<file path="src/rtl/eeprom_ctrl.sv">
// Timed EEPROM word array with a command/ready handshake: read, word erase,
// word program (bit-clear only), chip erase, write protect and error pulses.
module eeprom_ctrl #(
    parameter int DATA_W       = 16,
    parameter int ADDR_W       = 4,
    parameter int ERASE_CYCLES = 4,
    parameter int PROG_CYCLES  = 3,
    parameter int CHIP_CYCLES  = 8
) (
    input  logic              clk,
    input  logic              rst_n,
    input  logic              cmd_valid,
    output logic              cmd_ready,
    input  logic [1:0]        cmd_op,
    input  logic [ADDR_W-1:0] addr,
    input  logic [DATA_W-1:0] data_in,
    input  logic              wp,
    output logic [DATA_W-1:0] data_out,
    output logic              rd_valid,
    output logic              busy,
    output logic              done,
    output logic              err
);

    localparam int unsigned DEPTH = 2 ** ADDR_W;
    localparam int MAXC  = (ERASE_CYCLES > PROG_CYCLES)
                         ? ((ERASE_CYCLES > CHIP_CYCLES) ? ERASE_CYCLES : CHIP_CYCLES)
                         : ((PROG_CYCLES > CHIP_CYCLES) ? PROG_CYCLES : CHIP_CYCLES);
    localparam int CNT_W = (MAXC > 1) ? $clog2(MAXC) : 1;

    typedef enum logic [1:0] {IDLE, READ, BUSY, DONE} state_t;
    typedef enum logic [1:0] {
        OP_READ  = 2'b00,
        OP_ERASE = 2'b01,
        OP_PROG  = 2'b10,
        OP_CHIP  = 2'b11
    } op_t;

    // Words are stored inverted so the zero power-up state reads back as erased.
    logic [DATA_W-1:0] mem_n [DEPTH];

    state_t            state;
    op_t               op_q;
    logic [ADDR_W-1:0] addr_q;
    logic [DATA_W-1:0] data_q;
    logic [CNT_W-1:0]  cnt;
    logic [DATA_W-1:0] word;
    logic              commit;
    op_t               op_in;

    assign op_in  = op_t'(cmd_op);
    assign word   = ~mem_n[addr_q];
    assign commit = (state == BUSY) && (cnt == '0);

    function automatic logic [CNT_W-1:0] busy_len(input op_t op);
        case (op)
            OP_ERASE: busy_len = CNT_W'(ERASE_CYCLES - 1);
            OP_PROG:  busy_len = CNT_W'(PROG_CYCLES - 1);
            default:  busy_len = CNT_W'(CHIP_CYCLES - 1);
        endcase
    endfunction

    always_ff @(posedge clk or negedge rst_n) begin
        if (!rst_n) begin
            state     <= IDLE;
            op_q      <= OP_READ;
            addr_q    <= '0;
            data_q    <= '0;
            cnt       <= '0;
            cmd_ready <= 1'b1;
            busy      <= 1'b0;
            done      <= 1'b0;
            err       <= 1'b0;
            rd_valid  <= 1'b0;
            data_out  <= '0;
        end else begin
            rd_valid <= 1'b0;
            done     <= 1'b0;
            err      <= 1'b0;
            case (state)
                IDLE: begin
                    if (cmd_valid) begin
                        op_q      <= op_in;
                        addr_q    <= addr;
                        data_q    <= data_in;
                        cmd_ready <= 1'b0;
                        if (op_in == OP_READ) begin
                            state <= READ;
                        end else if (wp) begin
                            state <= DONE;
                            done  <= 1'b1;
                            err   <= 1'b1;
                        end else begin
                            state <= BUSY;
                            busy  <= 1'b1;
                            cnt   <= busy_len(op_in);
                        end
                    end
                end
                READ: begin
                    data_out  <= word;
                    rd_valid  <= 1'b1;
                    cmd_ready <= 1'b1;
                    state     <= IDLE;
                end
                BUSY: begin
                    if (cnt == '0) begin
                        state <= DONE;
                        busy  <= 1'b0;
                        done  <= 1'b1;
                        err   <= (op_q == OP_PROG) && ((word & data_q) != data_q);
                    end else begin
                        cnt <= cnt - 1'b1;
                    end
                end
                DONE: begin
                    cmd_ready <= 1'b1;
                    state     <= IDLE;
                end
                default: state <= IDLE;
            endcase
        end
    end

    // Array is deliberately outside the reset domain; an abort simply never commits.
    always_ff @(posedge clk) begin
        if (commit) begin
            case (op_q)
                OP_ERASE: mem_n[addr_q] <= '0;
                OP_PROG:  mem_n[addr_q] <= mem_n[addr_q] | ~data_q;
                OP_CHIP: begin
                    for (int unsigned i = 0; i < DEPTH; i++) begin
                        mem_n[ADDR_W'(i)] <= '0;
                    end
                end
                default: ;
            endcase
        end
    end

endmodule
</file>
<file path="config.mk">
export PLATFORM = sky130hd
export DESIGN_NAME = eeprom_ctrl
export DESIGN_NICKNAME = d
export VERILOG_FILES = /design/src/rtl/eeprom_ctrl.sv
export SDC_FILE = /design/constraint.sdc
export NUM_CORES = 1
export LEC_CHECK = 0
export CORE_MARGIN = 8
export CORE_UTILIZATION = 55
export CTS_BUF_LIST = sky130_fd_sc_hd__clkbuf_8 sky130_fd_sc_hd__clkbuf_16
export CTS_CLUSTER_SIZE = 25
export DETAILED_ROUTE_END_ITERATION = 16
export GPL_ROUTABILITY_DRIVEN = 1
export PLACE_DENSITY_LB_ADDON = 0.15
export SLEW_MARGIN = 5
export SYNTH_ARGS = -nofsm -noshare
export SYNTH_HDL_FRONTEND = slang
export SYNTH_SLANG_ARGS = --single-unit
</file>
<file path="constraint.sdc">
create_clock -name clk -period 3.3 [get_ports clk]
set_input_delay 0.495 -clock clk [delete_from_list [all_inputs] [get_ports clk]]
set_output_delay 0.495 -clock clk [all_outputs]
set_load 0.02 [all_outputs]
</file>
* After elaboration in Yosys (flattened, before gate mapping)
Memory sizes are Yosys's and may differ from the RTL's.
Cells that the tools add are included.
Widths: inputs -> output; s select.
** Word-level totals
- Memories :: 1
- Word-level logic and storage cells :: 85
- Bits in registers :: 48
- Memory bits (writable) :: 256
- Output and inout port bits :: 21
** Cells by class
- Eq/ne operators :: 14
- Bitwise logic cells :: 5
- $add $sub $neg :: 1
- Reductions and logical operators :: 14
- Multiplexer cells :: 39
** Memory list
- mem_n :: depth 16, width 16, rd ports 1, clocked after Yosys merged registers in 0, wr ports 16, RTL line 40 : logic [DATA_W-1:0] mem_n [DEPTH];
** Operator list (number)
- $mux 16 :: 2
- $not 16->16 :: 2
- $mux 1 :: 22
- $and 16x16->16 :: 1
- $ne 16x16->1 :: 1
- $or 16x16->16 :: 1
- $reduce_or 16->1 :: 1
- $mux 3 :: 4
- $pmux 3 s2 :: 2
- $eq 2x2->1 const B :: 5
- $reduce_and 5->1 :: 2
- $ne 2x2->1 const B :: 4
- $pmux 1 s2 :: 4
- $eq 2x1->1 const B :: 3
- $mux 2 :: 3
- $pmux 2 s3 :: 1
- $reduce_and 2->1 :: 3
- $logic_not 2->1 :: 2
- $mux 4 :: 1
- $reduce_bool 2->1 :: 2
- $logic_not 3->1 :: 1
- $sub 3x1->3 const B :: 1
- $logic_and 1x1->1 :: 2
- $ne 2x1->1 const B :: 1
- other kinds (2) :: 2

* Logic depth before layout (Yosys ltp)
An unclocked memory read counts as a cell.
- Depth in word-level cells :: 7
- Gate-level depth with buffers :: 11
- Mapped depth without buffers :: 9

* Worst setup path before layout
OpenSTA, ideal clock, no wires.
- Path type :: register to register
- Start :: register addr_q[1]
- End :: register err
- Slack :: 1.113 ns
- Required time :: 3.173 ns
- Cell stages (with the launch flop) :: 10
- Library setup time :: 0.127 ns
- Arrival time :: 2.060 ns
- Path buffers :: 3
- Cell sequence :: dfrtp_1 > buf_4 > buf_6 > buf_4 > mux4_2 > a222oi_1 > nand3_1 > a2111oi_2 > a311o_1 > o21ai_1
** On the way
- Word-level cells in the longest chain between the ends :: 7
** RTL lines
- from (decl) :: RTL line 44 : logic [ADDR_W-1:0] addr_q;
- from (signal assigned) :: RTL line 84 : addr_q <= addr;
- $mem_v2 16x16
- $not 16->16 :: RTL line 52 : assign word = ~mem_n[addr_q];
- $and 16x16->16 :: RTL line 111 : err <= (op_q == OP_PROG) && ((word & data_q) != data_q);
- $ne 16x16->1 :: RTL line 111
- $logic_and 1x1->1 :: RTL line 111
- $mux 1 :: RTL line 107 : if (cnt == '0) begin
- $pmux 1 s2 :: RTL line 80 : case (state)
- to (signal assigned) :: RTL line 111
- to (decl) :: RTL line 22 : output logic err
Every way passes these cells.
A chain may end at the register's enable or synchronous reset.

==> results.ini <==
[outcome]
status = finished, final reports clean

[global_route]
grt_max_degree = 65
grt.total_usage_pct = 25.1
overflow = 0
grt_first_pass_wirelength_um = 60700
antenna_found_initial = 0
grt_pass1_vias = 10200

[finish]
final_common_cell = dfxtp_1
drive_gt1_share_pct = 17.4
final_cells = 1782
final_cell_mix = 256 x dfxtp_1, 191 x nand2_1, 184 x mux2i_1
num-fill-cells = 2024
n_antenna_cell = 0
area_delta_synth_final_pct = 15.0
num-nets-final = 1459

[sta]
slew_headroom_pct = 36.2
clock_skew_ps = 31.2
hold_slack_ps = 33.1
finalSetupTns_ps = 0
slew_viol_final = 0
setup_viol = 0
min_period_ps = 2920
fmax_mhz = 342
worstMarginPinSlew_ps = 957
rsz0062_at_grt = false
finalCritPeriodShare_pct = 88.6
hold_viol = 0

[cts]
clock-sinks = 304
cts_root_buffer = clkbuf_16
post_cts.repair.setup_buffers = 0
clk_pin_slew_ps = 60
htreeDepth = 2
post_cts_resized = 0
clk_path_buf_depth = 3
insertion_delay_ps = 520
postCtsHoldBufs = 0
cts_tree = done
numCtsBuffers = 34

[worst_hold_path]
min_path_type = input pin to asynchronous set/reset pin

[setup_path]
end_kind = flop
path_max_fanout = 23
cp_num_buf_inv = 1
critPathKind = flop to flop
reg2reg_slack_ps = 380
cp_common_cell = nand2_1
cpPeakStageDelay_ps = 780
crit_path_cell_trace = buf_4 -> mux4_2 -> nand2_1 -> nand2_1 -> o21ai_0 -> a21oi_2 -> nand3_1 -> a21oi_1
cpLargestDelayFamily = compound AO/OA/AOI/OAI gates
crit_required_ps = 3720
arrival_ps = 3340
slowest_stage = a21oi_2
crit_path_start_kind = flop

[routing]
routed_via_density = 5.98
vias = 10700
ant_nets = 0
routedWlPerCell_um = 21.6
first_pass_iters = 7
drt-total-wl_um = 38500
drc = 0
drtIter0Drc = 1033

[flow_run]
drv_cap = 0

[synth]
synth.avg_cell_area_um2 = 9.89
synth_edf_count = 0
synth-async-reset-ratio_pct = 15.8
yosysWarnings = 0
ys.flop_type = dfxtp_1
synth.distinct_cells = 54
syn_inst = 1388
synthTopCellsByArea = dfxtp_1 37%, mux2i_1 13%, dfrtp_1 8.6%
yosysTopAreaCell = dfxtp_1
ys_seq_area_share_pct = 46.1
synth_seq_cells = 304
synth_area_mm2 = 0.0137
synth_top_area_share_pct = 37.3
synth_nets = 1418

[place]
hpwl_um = 25900
numPlacedInstances = 1723
gp_congestion = 0.934
numPortBuffers = 46

[die]
boundaryPins = 47
coreArea_mm2 = 0.0248
rows = 58
die_x_um = 174
initial_utilization_pct = 55.3
dieHeight_um = 174
die_area_mm2 = 0.0303

[pwr]
vdd_drop_max_uv = 496
power_density_mw_per_mm2 = 730
p_leak_nw = 6.34

[sequential cells by signal, summed over array words and instances, names as in the netlist]
register / flops
addr_q: 4
data_q: 16
state: 2
err: 1
cmd_ready: 1
mem_n: 256
rd_valid: 1
data_out: 16
op_q: 2
busy: 1
cnt: 3
done: 1
[worst register-to-register path, stage by stage, from the launching register on]
cell     delay (ps)
dfrtp_4         650
buf_4           280
mux4_2          390
nand2_1          70
nand2_1         160
o21ai_0         170
a21oi_2         780
nand3_1         160
a21oi_1         170
[cells in the mapped netlist (4+ instances only)]
| cell type | instances |
|---|---|
| dfxtp_1 | 256 |
| nand2_1 | 191 |
| mux2i_1 | 184 |
| nor2_1 | 172 |
| a21oi_1 | 129 |
| nand3_1 | 65 |
| clkbuf_1 | 51 |
| dfrtp_1 | 47 |
| mux4_2 | 47 |
| mux2_2 | 35 |
| o21ai_0 | 30 |
| buf_2 | 26 |
| buf_4 | 19 |
| a21oi_2 | 16 |
| a22oi_1 | 15 |
| inv_1 | 11 |
| a221oi_1 | 10 |
| buf_6 | 10 |
| nor2b_1 | 10 |
| a222oi_1 | 4 |
| a31oi_1 | 4 |
| ha_1 | 4 |
| nand2b_1 | 4 |
| nor2_2 | 4 |
[final cells by class]
| class | count | area [µm²] | share of cell area, % |
|---|---|---|---|
| repair buffers | 119 | 1140 | 7.22 |
| inverters | 12 | 45.0 | 0.285 |
| well taps | 330 | 413 | 2.61 |
| clock buffers | 43 | 997 | 6.31 |
| flip-flops and latches | 304 | 6340 | 40.1 |
| clock inverters | 16 | 131 | 0.832 |
| multi-input cells | 958 | 6730 | 42.6 |
[power breakdown]
part / internal, W / switching (W) / total, W
clock network: 0.00229 / 0.00149 / 0.00378
logic: 0.00133 / 0.00187 / 0.00319
registers: 0.00399 / 0.000574 / 0.00456
total: 0.00760 / 0.00393 / 0.0115
[per-stage QoR]
step / power (W) / area [µm²] / util [%] / setup slack (ps)
detailed placement: 0.00777 / 14700 / 59.1 / 447
global placement: 0.00777 / 14700 / 59.1 / 428
finish: 0.0115 / 15800 / 63.6 / 377
floorplan: 0.00657 / 13700 / - / 1110
CTS: 0.0116 / 15800 / 63.6 / 428
global route: 0.0120 / 15800 / 63.6 / 217
[metal layers]
layer	vias to the layer above	part of all wire (%)	global-route usage, %
met3	70	7.1	4.36
met5	-	0	0
li1	4933	-	-
met4	0	2.6	7.62
met2	415	46	39.9
met1	5242	44	34.4
[path summary, 6_finish.rpt]
check,depth (start not counted),start,to
setup reg to reg,8,addr_q[3],mem_n[1][14]
hold / removal,1,rst_n,data_q[8]
max in group asynchronous,2,rst_n,data_q[3]
hold reg to reg,2,mem_n[6][2],mem_n[6][2]
setup / recovery,8,addr_q[3],mem_n[1][14]
min in group clk,2,mem_n[6][2],mem_n[6][2]
[kinds of logic after synthesis]
| group | share of synthesized area [%] |
|---|---|
| AND/OR/NAND/NOR | 14.3 |
| multiplexers | 24.6 |
| flip-flops | 46.1 |
| XOR/XNOR | 0.0638 |
| adder cells (fa/ha/maj) | 0.365 |
| AO/OA/AOI/OAI | 9.60 |
| buffers and inverters | 5.05 |
Note: power is estimated with default switching activity, not from simulation.
